--- config.mk ---
export PLATFORM = sky130hd
export DESIGN_NAME = seg_scan_capture
export DESIGN_NICKNAME = d
export VERILOG_FILES = /design/src/rtl/seg_scan_capture.sv
export SDC_FILE = /design/constraint.sdc
export NUM_CORES = 1
export LEC_CHECK = 0
export BUFFER_PORTS_ARGS = -buffer_cell sky130_fd_sc_hd__buf_2
export CAP_MARGIN = 30
export CORE_MARGIN = 3
export CORE_UTILIZATION = 51
export DETAILED_ROUTE_END_ITERATION = 6
export PLACE_DENSITY = 0.73
export SETUP_SLACK_MARGIN = 0.02
export SLEW_MARGIN = 20
export SYNTH_ARGS = -nofsm -noshare
export SYNTH_HDL_FRONTEND = slang
export SYNTH_SLANG_ARGS = --single-unit
--- constraint.sdc ---
create_clock -name clk -period 2.8 [get_ports clk]
set_input_delay 0.14 -clock clk [delete_from_list [all_inputs] [get_ports clk]]
set_output_delay 0.14 -clock clk [all_outputs]
set_load 0.005 [all_outputs]
--- src/rtl/seg_scan_capture.sv ---
// Reads back the multiplexed active-low 7-segment bus, waits for each digit's
// dwell to settle, and decodes it to BCD. Optional macro SEG_DP_EN adds dp/dp_out.
module seg_scan_capture #(
  parameter int NUM_DIGITS    = 4,
  parameter int STABLE_CYCLES = 4
) (
  input  logic                    clk,
  input  logic                    rst,
  input  logic [6:0]              seg,
  input  logic [NUM_DIGITS-1:0]   an,
`ifdef SEG_DP_EN
  input  logic                    dp,
  output logic [NUM_DIGITS-1:0]   dp_out,
`endif
  output logic [4*NUM_DIGITS-1:0] digits,
  output logic [NUM_DIGITS-1:0]   digit_err,
  output logic                    capture_stb,
  output logic                    frame_valid,
  output logic [1:0]              state_dbg
);

  typedef enum logic [1:0] {IDLE = 2'd0, TRACK = 2'd1, HELD = 2'd2} state_t;

  state_t                  state, state_next;
  logic [6:0]              seg_q, seg_p;
  logic [NUM_DIGITS-1:0]   an_q, an_p;
  logic [7:0]              cnt, cnt_next;
  logic [NUM_DIGITS-1:0]   mask, mask_set;
  logic                    sel, same, dp_same, capture, frame_done;
  logic [2:0]              sel_idx;
  logic [3:0]              nzero;
  logic [4:0]              dec;

`ifdef SEG_DP_EN
  logic dp_q, dp_p;
  assign dp_same = (dp_q == dp_p);
`else
  assign dp_same = 1'b1;
`endif

  // Returns {err, bcd}; all-dark is a legitimate blank, anything unknown is 'E'.
  function automatic logic [4:0] decode(input logic [6:0] s);
    case (s)
      7'b1000000: decode = 5'h00;
      7'b1111001: decode = 5'h01;
      7'b0100100: decode = 5'h02;
      7'b0110000: decode = 5'h03;
      7'b0011001: decode = 5'h04;
      7'b0010010: decode = 5'h05;
      7'b0000010: decode = 5'h06;
      7'b1111000: decode = 5'h07;
      7'b0000000: decode = 5'h08;
      7'b0010000: decode = 5'h09;
      7'b1111111: decode = 5'h0F;
      default:    decode = 5'h1E;
    endcase
  endfunction

  always_comb begin
    nzero      = '0;
    sel_idx    = '0;
    mask_set   = mask;
    state_next = state;
    for (int i = 0; i < NUM_DIGITS; i++) begin
      if (!an_q[i]) begin
        nzero   = nzero + 4'd1;
        sel_idx = 3'(i);
      end
    end
    sel  = (nzero == 4'd1);
    // an_q == an_p together with sel means the same single digit is still driven.
    same = sel && (seg_q == seg_p) && (an_q == an_p) && dp_same;
    if (!sel)      cnt_next = 8'd0;
    else if (same) cnt_next = (cnt == 8'hFF) ? cnt : cnt + 8'd1;
    else           cnt_next = 8'd1;
    capture = (state == TRACK) && same && (cnt_next == 8'(STABLE_CYCLES));
    for (int i = 0; i < NUM_DIGITS; i++) begin
      if (sel_idx == 3'(i)) mask_set[i] = 1'b1;
    end
    frame_done = capture && (&mask_set);
    dec        = decode(seg_q);
    case (state)
      IDLE:    if (sel) state_next = TRACK;
      TRACK:   if (!sel) state_next = IDLE;
               else if (capture) state_next = HELD;
      HELD:    if (!sel) state_next = IDLE;
               else if (!same) state_next = TRACK;
      default: state_next = IDLE;
    endcase
    state_dbg = state;
  end

  always_ff @(posedge clk) begin
    if (rst) begin
      seg_q       <= '1;
      seg_p       <= '1;
      an_q        <= '1;
      an_p        <= '1;
      cnt         <= 8'd0;
      state       <= IDLE;
      mask        <= '0;
      digits      <= '1;
      digit_err   <= '0;
      capture_stb <= 1'b0;
      frame_valid <= 1'b0;
`ifdef SEG_DP_EN
      dp_q        <= 1'b1;
      dp_p        <= 1'b1;
      dp_out      <= '0;
`endif
    end else begin
      seg_q       <= seg;
      an_q        <= an;
      seg_p       <= seg_q;
      an_p        <= an_q;
      cnt         <= cnt_next;
      state       <= state_next;
      capture_stb <= capture;
      frame_valid <= frame_done;
`ifdef SEG_DP_EN
      dp_q        <= dp;
      dp_p        <= dp_q;
`endif
      if (capture) begin
        mask <= frame_done ? '0 : mask_set;
        for (int i = 0; i < NUM_DIGITS; i++) begin
          if (sel_idx == 3'(i)) begin
            digits[4*i +: 4] <= dec[3:0];
            digit_err[i]     <= dec[4];
`ifdef SEG_DP_EN
            dp_out[i]        <= ~dp_q;
`endif
          end
        end
      end
    end
  end

endmodule
### After elaboration in Yosys (flattened, before gate mapping)

Index checks and enable logic that the tools add are counted.

| word-level totals | value |
|---|---|
| flip-flop bits (word level) | 58 |
| bits of input ports | 13 |
| output and inout bits | 24 |
| logic and storage cells | 80 |

| cells by class | value |
|---|---|
| $add $sub $neg | 4 |
| equality and inequality tests | 23 |
| multiplexer cells | 22 |
| reduce and logical (&&, ||, !) cells | 14 |

Operator list:

| operator | number |
|---|---|
| $pmux W5 S11 | 1 |
| $eq A7 B7 Y1 const B | 4 |
| $mux W8 | 3 |
| $eq A7 B5 Y1 const B | 3 |
| $mux W4 | 4 |
| $eq A7 B6 Y1 const B | 2 |
| $add A4 B1 Y4 const B | 3 |
| $mux W2 | 5 |
| $add A8 B1 Y8 const B | 1 |
| $eq A8 B3 Y1 const B | 1 |
| $eq A8 B8 Y1 const B | 1 |
| $reduce_and A2 Y1 | 4 |
| $eq A7 B2 Y1 const B | 1 |
| $eq A7 B7 Y1 | 1 |
| $logic_not A7 Y1 | 1 |
| $eq A3 B2 Y1 const B | 2 |
| $mux W1 | 6 |
| $mux W3 | 2 |
| $ne A3 B3 Y1 const B | 2 |
| $pmux W2 S3 | 1 |
| $logic_and A1 B1 Y1 | 5 |
| $eq A4 B1 Y1 const B | 1 |
| $eq A4 B4 Y1 | 1 |
| $reduce_and A4 Y1 | 1 |
| 7 further kinds | 7 |

### Logic depth before layout (Yosys ltp)

Gate-level depths: netlist of run 1.

| logic depth | value |
|---|---|
| depth in word-level cells | 17 |
| mapped depth | 11 |
| depth with buffers taken out | 11 |

### Worst setup path before layout of run 1

Ideal clock, no wire load.

| path | value |
|---|---|
| kind | register to register |
| from | reg an_q[1] |
| to | reg digits[4] |
| setup time | 0.073 ns |
| arrival time | 2.795 ns |
| data required time | 2.727 ns |
| slack | -0.068 ns |
| cell stages (with the launch flop) | 11 |
| path buffers | 0 |
| period minus slack after synthesis | 2.868 ns |
| cells stage by stage | dfxtp_1 > inv_1 > ha_1 > xnor2_1 > ha_1 > or4b_4 > o22ai_2 > a31o_4 > nand3_4 > nor4b_4 > mux2i_1 |

| between the ends | value |
|---|---|
| longest elaborated chain between the ends | 13 |
| elaborated cells on any way between the ends | 19 |
| classes of those cells | add/sub: 2; eq/ne: 4; mux: 8; reduce/logical: 5 |

RTL lines:

| what | RTL line | RTL |
|---|---|---|
| start, declared | 26 | `logic [NUM_DIGITS-1:0] an_q, an_p;` |
| start signal, assigned | 113 | `an_q <= an;` |
| $mux W4 | 65 | `if (!an_q[i]) begin` |
| $add A4 B1 Y4 | 66 | `nzero = nzero + 4'd1;` |
| $mux W4 | 65 |  |
| $add A4 B1 Y4 | 66 |  |
| $mux W4 | 65 |  |
| $eq A4 B1 Y1 | 70 | `sel = (nzero == 4'd1);` |
| $logic_and A1 B1 Y1 (2 in series) | 72 | `same = sel && (seg_q == seg_p) && (an_q == an_p) && dp_same;` |
| $mux W8 | 74 | `else if (same) cnt_next = (cnt == 8'hFF) ? cnt : cnt + 8'd1;` |
| $mux W8 | 73 | `if (!sel) cnt_next = 8'd0;` |
| $eq A8 B3 Y1 | 76 | `capture = (state == TRACK) && same && (cnt_next == 8'(STABLE_CYCLES));` |
| $logic_and A1 B1 Y1 | 76 |  |
| $reduce_and A2 Y1 (no line) * | -- |  |
| end signal, assigned by index | 128 | `digits[4*i +: 4] <= dec[3:0];` |
| end, declared | 15 | `output logic [4*NUM_DIGITS-1:0] digits,` |

Every way passes the cells marked *; elsewhere a longest branch is shown, timed or not.
A chain may end at the register's enable or synchronous reset.

### Final worst setup path of run 1

Same ends and word-level chain as after synthesis.

==> reports/results.ini, run 1 <==
[power]
internal_power_mw = 1.49
power_frac_comb = 0.096
ir_drop_v = 0.000373
clock_power_share = 0.449
power.leakage_nw = 1.29
power_density_nw_per_um2 = 557
seqPwrFrac = 0.455
p_switching_mw = 0.426
netSwitchingFraction = 0.223

[logic_synthesis]
yosys-top-cells-count = dfxtp_1, nor2_1, mux2i_1
synth_edf_count = 0
yosysTopAreaCellShare = 0.429
synthCells = 279
yosysMostFrequentCell = dfxtp_1
ys_seq_area_frac = 0.429
async_flop_share = 0
yosys-top-cells-area = dfxtp_1, mux2i_1, or2_2
ys_types = 52
syn_nets = 296
synth_flop_cell = dfxtp_1
synth-seq-cells = 58
avgSynthCellArea_um2 = 9.70
yosysWarnings = 0
yosysTopAreaCell = dfxtp_1
mappedNetlistArea_um2 = 2710

[clocking]
h-tree-depth = 3
clk_path_buf_depth = 2
clk_pin_slew_ps = 60
cts_buffers = 9
cts_root_buf = clkbuf_8
numClockSinks = 58
cts_tree = done
insertion_delay_ps = 340

[drt]
postRouteAntennaNets = 0
drt-wirelength-per-cell_um = 14.5
drc = 0
viasPerCell = 5.38
routed_wl_mm = 5.93
drt_iter0_drc = 100
drt-pass1-iter-count = 4
num_vias = 2193

[global_route]
antenna_found_initial = 0
grt_pass1_vias = 2192
grt_overflow = 0
grt_usage = 0.213
grt_pass1_wl_mm = 10.4
grt_max_degree = 43

[worst_setup_path]
regToRegSetupSlack_ps = -40
slowest_delay_ps = 490
crit_path_end_kind = register
reg2reg_to = digits[4]
crit_end = digits[4]
required_ps = 3060
cp-start-kind = register
timing.critical_path.cells = inv_2, ha_4, mux2i_2, inv_2, ha_4, or4b_4, o22ai_4, a31o_4, nand3_4, nor4b_4, buf_6, mux2i_2
cpMaxStageDelayCell = or4b_4
path_class = reg2reg
reg2reg_depth = 12
path_max_fanout = 6
critPathLaunch = an_q[1]
worstPathArrival_ps = 3100
reg2reg_from = an_q[1]

[run_status]
violations = setup timing
status = finished, violations left

[timing]
clock.fmax_mhz = 352
worst_pin_slew_ps = 695
finClkSkew_ps = 5.07
slew_headroom = 0.534
finalCritPeriodShare = 1.01
slew_violations = 0
fin_crit_ps = 2840
rsz0062_at_grt = yes
finalSetupViolations = 6
setup_ws_ps = -38.4
hold_violations = 0
fin_tns_setup_ps = -104

[floorplan]
die_h_um = 78.8
initial_utilization = 0.551
ioPinCount = 37
die_w_um = 78.8
coreArea_um2 = 4910
num_rows = 25
die_area_um2 = 6210

[hold_path]
hp-class = in2reg

[cells_and_area]
syn2layout_area_growth_pct = 27.2
fin_nets = 354
final_util = 0.700
n_fill_cell = 391
drive_gt1_frac = 0.317
antenna_cells = 0

[run]
cap_violations = 0

[placed_design]
gp_congestion = 0.831
place_ws_ps = -22.3
numPortBuffers = 36
dp_hpwl_mm = 3.72

## worst max-delay path, delay by kind of cell (launching register included)
family                     cells  cell delay (ps)
DFF                            1              360
muxes                          2              430
AOI/OAI and AO/OA              2              320
and+or+nand+nor                3              930
buffers and inverters          3              310
adders and majority gates      2              410
## power groups by stage
| stage | Sequential (mW) | Combinational [mW] | Clock [mW] |
|---|---|---|---|
| floorplan | 0.874 | 0.119 | 0 |
| global placement | 0.890 | 0.138 | 0 |
| detailed placement | 0.891 | 0.141 | 0 |
| CTS | 0.872 | 0.178 | 0.875 |
| global route | 0.875 | 0.202 | 0.909 |
| finish | 0.872 | 0.184 | 0.860 |
## routing by layer
metal,up-vias,wire length [µm],global-route usage
li1,1093,-,-
met1,1027,2680,0.267
met2,61,2860,0.346
met3,12,249,0.0408
met4,0,148,0.119
met5,-,0,0
## registers in the layout, summed over array words and instances, names as in the netlist, 4 cells and up
name       flops
digits        16
cnt            8
seg_p          7
seg_q          7
an_p           4
an_q           4
digit_err      4
mask           4
## layout make-up
cell class                      instances  area [µm²]  share of cell area
Clock buffer                           13         159              0.0462
Clock inverter                          2        60.1              0.0175
Inverter                               11        41.3              0.0120
Multi-Input combinational cell        193        1490               0.434
Sequential cell                        58        1170               0.339
Tap cell                               67        83.8              0.0244
Timing Repair Buffer                   64         437               0.127
## cells by family (layout without fill, tap and decap cells)
group	after synthesis	count (layout)	synth area share
xor+xnor	16	16	0.0518
simple gates	114	114	0.268
buf+inv	28	90	0.0421
flops	58	58	0.429
compound gates	36	36	0.105
fa+ha+maj	4	4	0.0185
mux	23	23	0.0851
## timing repair
| item | CTS | global route |
|---|---|---|
| cloned | 0 | 0 |
| resized for setup | 6 | 6 |
| setup buffers | 5 | 2 |
| hold buffers | 11 | 0 |
| setup endpoints to repair | 21 | 30 |
| pin swaps | 5 | 2 |
| hold endpoints to repair | 11 | 0 |
## metrics by stage
stage	cells	power, mW	hold WS, ps	area, µm²
4_1_cts	406	1.93	338	3400
5_1_grt	408	1.99	396	3440
3_3_place_gp	375	1.03	322	3000
2_1_floorplan	279	0.992	244	2730
3_5_place_dp	375	1.03	325	3000
6_report	408	1.92	352	3440
## placed cells by master, fill, tap and decap left out, types with 3 or more instances in the layout
cell           count
a211oi_1           4
a21oi_1            9
a31oi_1            4
and3_1             6
and4b_1            3
buf_2             36
buf_4             12
buf_6              5
clkbuf_8          11
dfxtp_1           56
dlygate4sd3_1     11
inv_1              8
inv_2              3
mux2i_1           21
nand2_1           13
nand2b_1           5
nand3_1            9
nand4_1            3
nor2_1            25
nor3_1             8
nor4_4             3
nor4bb_1           3
o21a_1             5
or2_2             19
xnor2_1            9
xor2_1             6
## how the worst min path moves through the flow
stage | endpoint | cells past startpoint | from | slack [ps]
global route | capture_stb | 2 | rst | 400
detailed placement | an_q[1] | 2 | an[1] | 330
finish | capture_stb | 2 | rst | 350
global placement | seg_q[1] | 2 | seg[1] | 320
floorplan | an_q[0] | 1 | an[0] | 240
CTS | capture_stb | 2 | rst | 340
No activity file was read; power rests on OpenSTA's default activity.
==> run 2: changes to the inputs <==
--- a/config.mk
+++ b/config.mk
@@ -8,10 +8,9 @@
 export BUFFER_PORTS_ARGS = -buffer_cell sky130_fd_sc_hd__buf_2
 export CAP_MARGIN = 30
 export CORE_MARGIN = 3
-export CORE_UTILIZATION = 51
+export CORE_UTILIZATION = 35
 export DETAILED_ROUTE_END_ITERATION = 6
-export PLACE_DENSITY = 0.73
-export SETUP_SLACK_MARGIN = 0.02
+export PLACE_DENSITY = 0.57
 export SLEW_MARGIN = 20
 export SYNTH_ARGS = -nofsm -noshare
 export SYNTH_HDL_FRONTEND = slang
==> run 2 against run 1 <==
  * The flow now finishes without violations
  * Via count shrank 1.6%
  * Register-to-register slack gained 80 ps
  * Critical path type unchanged
  * Clock power shrank 8.0%
  * Non-clock buffer count shrank 1
  * Largest cell class unchanged
  * Worst hold slack lost 340 ps
  * Count of clock-buffer cells in the layout is the same
  * Utilization shrank 23 points
  * Combinational power is essentially flat
  * First-iteration DRC count shrank 30%
==> reports/results.ini, run 2 (synthesized netlist as in run 1, its figures left out) <==
[worst_setup_path]
reg2reg_from = an_q[1]
crit_top_cell = ha_4
reg2reg_to = digits[5]
cp-start-kind = register
path_class = reg2reg
slowest_delay_ps = 500  ; about the same
timing.critical_path.cells = inv_4, ha_4, xnor2_4, ha_4, or4b_4, o22ai_4, a31o_4, nand3_4, nor4b_4, buf_6, mux2i_1
path_max_fanout = 6  ; unchanged
required_ps = 3060  ; about the same
path_buf_inv = 2  ; -1
crit_path_end_kind = register
reg2reg_depth = 11  ; -1
regToRegSetupSlack_ps = 50  ; +80 ps
worst-path-stages = 11  ; -1
cpMaxStageDelayCell = or4b_4
crit_family = simple AND/OR/NAND/NOR gates
worstPathArrival_ps = 3010  ; -90 ps

[global_route]
grt_pass1_wl_mm = 9.87  ; -4.8%
grt_usage = 0.145  ; -0.0682
grt_max_degree = 43  ; unchanged
grt_pass1_vias = 2006  ; -8.5%
antenna_found_initial = 0  ; unchanged
grt_overflow = 0  ; unchanged

[drt]
drc = 0  ; unchanged
drt-wirelength-per-cell_um = 13.2  ; -9.1%
viasPerCell = 4.91  ; -8.6%
num_vias = 2157  ; -1.6%
postRouteAntennaNets = 0  ; unchanged
routed_wl_mm = 5.80  ; -2.2%
drt-pass1-iter-count = 6  ; +2
drt_iter0_drc = 70  ; -30%

[placed_design]
dp_hpwl_mm = 4.08  ; +9.5%
numPortBuffers = 36  ; unchanged
gp_congestion = 0.737  ; -11%

[power]
ir_drop_v = 0.000284  ; -24%
totalPowerFinal_mw = 1.84  ; -3.9%
power.leakage_nw = 1.28  ; -0.62%
power_density_nw_per_um2 = 530  ; -4.9%

[hold_path]
hp-class = in2reg
whs_path_depth = 2  ; unchanged
holdPathEnd = an_q[0]
min_from = an[0]

[timing]
finalCritPeriodShare = 0.984  ; -0.0299
clock.fmax_mhz = 363  ; +3.0%
finClkSkew_ps = 10.5  ; +5.41 ps
worst_pin_slew_ps = 698  ; +2.97 ps
slew_violations = 0  ; unchanged
hold_violations = 0  ; unchanged
slew_headroom = 0.535  ; +0.00116
finalSetupViolations = 0  ; -6
fin_crit_ps = 2750  ; -83.8 ps
rsz0062_at_grt = yes
whs_ps = 9.85  ; -342 ps

[floorplan]
ioPinCount = 37  ; unchanged
die_area_um2 = 8820  ; +42%
coreArea_um2 = 7370  ; +50%
num_rows = 31  ; +24%
die_w_um = 93.9  ; +19%
initial_utilization = 0.367  ; -0.184
die_h_um = 93.9  ; +19%

[cells_and_area]
syn2layout_area_growth_pct = 28.6
n_fill_cell = 711  ; +82%
largest_reg_flops = 16  ; unchanged
final_common_cell = dfxtp_1
reg_top3 = digits x16, cnt x8
largest-register = digits
layout_common_cells = dfxtp_1, buf_2, nor2_1
fin_nets = 353  ; -0.28%
drive_gt1_frac = 0.326  ; +0.00976
final_util = 0.472  ; -0.228
antenna_cells = 0  ; unchanged

[clocking]
h-tree-depth = 3  ; unchanged
cts_root_buf = clkbuf_8
cts_tree = done
insertion_delay_ps = 330  ; about the same
clk_path_buf_depth = 2  ; unchanged
numClockSinks = 58  ; unchanged
cts_buffers = 9  ; unchanged
clk_pin_slew_ps = 60  ; about the same

[run]
cap_violations = 0  ; unchanged

[run_status]
status = complete, no violations

run 2: changes by cell type in the layout (fill, tap and decap cells not counted), sizes merged:
cell and change:
bufinv -1, clkinv +1, dlygate4sd3 -1
run 2: metal layers:
| layer | share of wire | vias to the layer above | track usage |
|---|---|---|---|
| li1 | - | 1092 | - |
| met1 | 0.49 | 1017 | 0.189 |
| met2 | 0.46 | 42 | 0.221 |
| met3 | 0.042 | 6 | 0.0577 |
| met4 | 0.012 | 0 | 0.0433 |
| met5 | 0 | - | 0 |
run 2: where the power goes:
group	leakage (nW)	switching, mW	internal (mW)	total [mW]
combinational	0.699	0.0839	0.0982	0.182
clock	0.106	0.313	0.478	0.791
sequential	0.474	0.0247	0.844	0.869
run 2: worst reg2reg max path, cell delays in order, from the launching register on:
cell and delay, ps:
dfxtp_4 370, inv_4 50, ha_4 290, xnor2_4 130
ha_4 230, or4b_4 500, o22ai_4 180, a31o_4 140
nand3_4 140, nor4b_4 300, buf_6 170, mux2i_1 200
run 2: worst max path at each step:
| stage | start | to | slack [ps] |
|---|---|---|---|
| 3_5_place_dp | an_q[1] | digits[1] | -30 |
| 2_1_floorplan | an_q[0] | digits[4] | 30 |
| 5_1_grt | an_q[1] | digits[5] | -50 |
| 3_3_place_gp | an_q[1] | digits[4] | 50 |
| 6_report | an_q[1] | digits[5] | 50 |
| 4_1_cts | an_q[1] | digits[5] | 0.3 |
run 2: through the flow:
| stage | cells | TNS, ps | instance area [µm²] | setup slack (ps) |
|---|---|---|---|---|
| 6_report | 439 | 0 | 3480 | 45.4 |
| 3_5_place_dp | 410 | -170 | 3070 | -31.5 |
| 3_3_place_gp | 410 | 0 | 3070 | 46.5 |
| 2_1_floorplan | 279 | 0 | 2730 | 30.3 |
| 5_1_grt | 439 | -213 | 3480 | -52.8 |
| 4_1_cts | 437 | 0 | 3430 | 0.342 |
run 2: cell type report:
cell class / count / area, µm² / share of cell area
Multi-Input combinational cell: 193 / 1510 / 0.434
Inverter: 11 / 43.8 / 0.0126
Tap cell: 99 / 124 / 0.0356
Clock buffer: 13 / 169 / 0.0486
Sequential cell: 58 / 1170 / 0.335
Timing Repair Buffer: 63 / 432 / 0.124
Clock inverter: 2 / 35.0 / 0.0101
run 2: timing repair:
action | 4_1_cts | 5_1_grt
hold endpoints to repair | 10 | 0
hold buffers | 10 | 0
endpoints found under the setup margin | 14 | 24
setup buffers | 2 | 2
pin swaps | 2 | 2
gates resized for setup | 5 | 8
==> run 3: changes to the inputs <==
--- a/config.mk
+++ b/config.mk
@@ -5,11 +5,13 @@
 export SDC_FILE = /design/constraint.sdc
 export NUM_CORES = 1
 export LEC_CHECK = 0
+export ABC_CLOCK_PERIOD_IN_PS = 2800
 export BUFFER_PORTS_ARGS = -buffer_cell sky130_fd_sc_hd__buf_2
 export CAP_MARGIN = 30
 export CORE_MARGIN = 3
 export CORE_UTILIZATION = 35
 export DETAILED_ROUTE_END_ITERATION = 6
+export HOLD_SLACK_MARGIN = 0.02
 export PLACE_DENSITY = 0.57
 export SLEW_MARGIN = 20
 export SYNTH_ARGS = -nofsm -noshare
==> run 3 against run 2 <==
  * Global-route usage grew 0.050 points
  * Largest power group unchanged
  * Non-clock buffer count up 1
  * Design area grew 0.29%
  * Clock skew is the same
  * Count of clock-buffer cells in the layout unchanged
  * Critical path depth did not move
  * Largest cell class unchanged
  * Flip-flop and latch count is the same
  * Clock power is essentially flat
  * Routed wire length grew 0.45%
  * Critical endpoint unchanged
  * Power barely moved
  * Cell count increased by 0.23%
==> reports/results.ini, run 3 (synthesized netlist as in run 1, its figures left out) <==
[timing]
slew_violations = 0  ; unchanged
finClkSkew_ps = 10.5  ; unchanged
slew_headroom = 0.534  ; -0.000837
worst_pin_slew_ps = 699  ; +1.26 ps
rsz0062_at_grt = yes
finalCritPeriodShare = 0.984  ; about the same
fin_tns_setup_ps = 0  ; unchanged
finalSetupViolations = 0  ; unchanged
hold_violations = 0  ; unchanged
fin_crit_ps = 2760  ; +1.58 ps
clock.fmax_mhz = 363  ; about the same

[cells_and_area]
layout_common_cells = dfxtp_1, buf_2, nor2_1
syn2layout_area_growth_pct = 29.0
antenna_cells = 0  ; unchanged
final_util = 0.473  ; +0.00136
n_fill_cell = 710  ; -0.14%
final_common_cell = dfxtp_1
drive_gt1_frac = 0.326  ; -0.000957
largest_reg_flops = 16  ; unchanged
largest-register = digits
reg_top3 = digits x16, cnt x8
fin_nets = 354  ; +0.28%
finalInstanceArea_um2 = 3490  ; +0.29%

[drt]
viasPerCell = 4.94  ; +0.47%
num_vias = 2172  ; +0.70%
drc = 0  ; unchanged
drt_iter0_drc = 76  ; +8.6%
routed_wl_mm = 5.83  ; +0.45%
drt-wirelength-per-cell_um = 13.2  ; +0.22%
postRouteAntennaNets = 0  ; unchanged
drt-pass1-iter-count = 4  ; -2

[floorplan]
ioPinCount = 37  ; unchanged
die_h_um = 93.9  ; unchanged
coreArea_um2 = 7370  ; unchanged
die_w_um = 93.9  ; unchanged
initial_utilization = 0.367  ; unchanged
die_area_um2 = 8820  ; unchanged
num_rows = 31  ; unchanged

[worst_setup_path]
cpMaxStageDelayCell = or4b_4
crit_path_end_kind = register
worstPathArrival_ps = 3020  ; about the same
path_max_fanout = 6  ; unchanged
path_class = reg2reg
timing.critical_path.cells = inv_4, ha_4, xnor2_4, ha_4, or4b_4, o22ai_4, a31o_4, nand3_4, nor4b_4, buf_6, mux2i_1
slowest_delay_ps = 500  ; about the same
crit_top_cell = ha_4
cp-start-kind = register
required_ps = 3060  ; about the same
path_buf_inv = 2  ; unchanged
crit_family = simple AND/OR/NAND/NOR gates

[placed_design]
placed_area_um2 = 3070  ; unchanged
dp_hpwl_mm = 4.08  ; unchanged
numPortBuffers = 36  ; unchanged
gp_congestion = 0.737  ; unchanged

[clocking]
numClockSinks = 58  ; unchanged
cts_buffers = 9  ; unchanged
h-tree-depth = 3  ; unchanged
clk_path_buf_depth = 2  ; unchanged
cts_tree = done
clk_pin_slew_ps = 60  ; about the same
cts_root_buf = clkbuf_8
insertion_delay_ps = 330  ; about the same

[global_route]
grt_pass1_vias = 2017  ; +0.55%
grt_max_degree = 43  ; unchanged
grt_pass1_wl_mm = 9.92  ; +0.49%
grt_usage = 0.146  ; +0.000505
grt_overflow = 0  ; unchanged
antenna_found_initial = 0  ; unchanged

[power]
power_density_nw_per_um2 = 528  ; -0.20%
totalPowerFinal_mw = 1.84  ; about the same
power.leakage_nw = 1.28  ; +0.33%
ir_drop_v = 0.000284  ; about the same

[hold_path]
hp-class = in2reg

[run_status]
status = complete, no violations

[run]
cap_violations = 0  ; unchanged

==> run 3: cell type report <==
type | instances | area [µm²] | area share
multi-input cells | 193 | 1510 | 0.433
clock inverters | 2 | 35.0 | 0.0100
flip-flops and latches | 58 | 1170 | 0.334
well taps | 99 | 124 | 0.0355
repair buffers | 64 | 442 | 0.127
inverters | 11 | 43.8 | 0.0126
clock buffers | 13 | 169 | 0.0484
==> run 3: stage by stage <==
stage	instances	worst slack (ps)	hold WS, ps
after CTS	438	0.342	329
final	440	43.8	351
after detailed placement	410	-31.5	326
after floorplan	279	30.3	244
after global placement	410	46.5	322
after global routing	440	-52.8	396
==> run 3: timing repair <==
action	4_1_cts	5_1_grt
endpoints found under the setup margin	14	24
buffers inserted	2	2
hold endpoints to repair	11	0
pin swaps	2	2
hold buffers	11	0
gates resized for setup	5	8
==> run 3: worst paths after layout <==
path | from | endpoint | slack [ps] | cells past startpoint
worst max register to register | an_q[1] | digits[5] | 40 | 11
worst min register to register | digit_err[0] | digit_err[0] | 460 | 2
worst max-delay path | an_q[1] | digits[5] | 40 | 11
worst min-delay path | rst | capture_stb | 350 | 2
==> run 3: per-layer routing <==
| layer | vias to the layer above | global-route usage | wire, µm |
|---|---|---|---|
| met3 | 6 | 0.0577 | 249 |
| met4 | 0 | 0.0433 | 71 |
| met5 | - | 0 | 0 |
| met1 | 1021 | 0.189 | 2830 |
| li1 | 1095 | - | - |
| met2 | 50 | 0.222 | 2680 |
==> run 3: power breakdown <==
group	switching (mW)	internal, mW	total [mW]
sequential	0.0246	0.844	0.869
clock	0.314	0.478	0.791
combinational	0.0841	0.0991	0.183
total	0.422	1.42	1.84
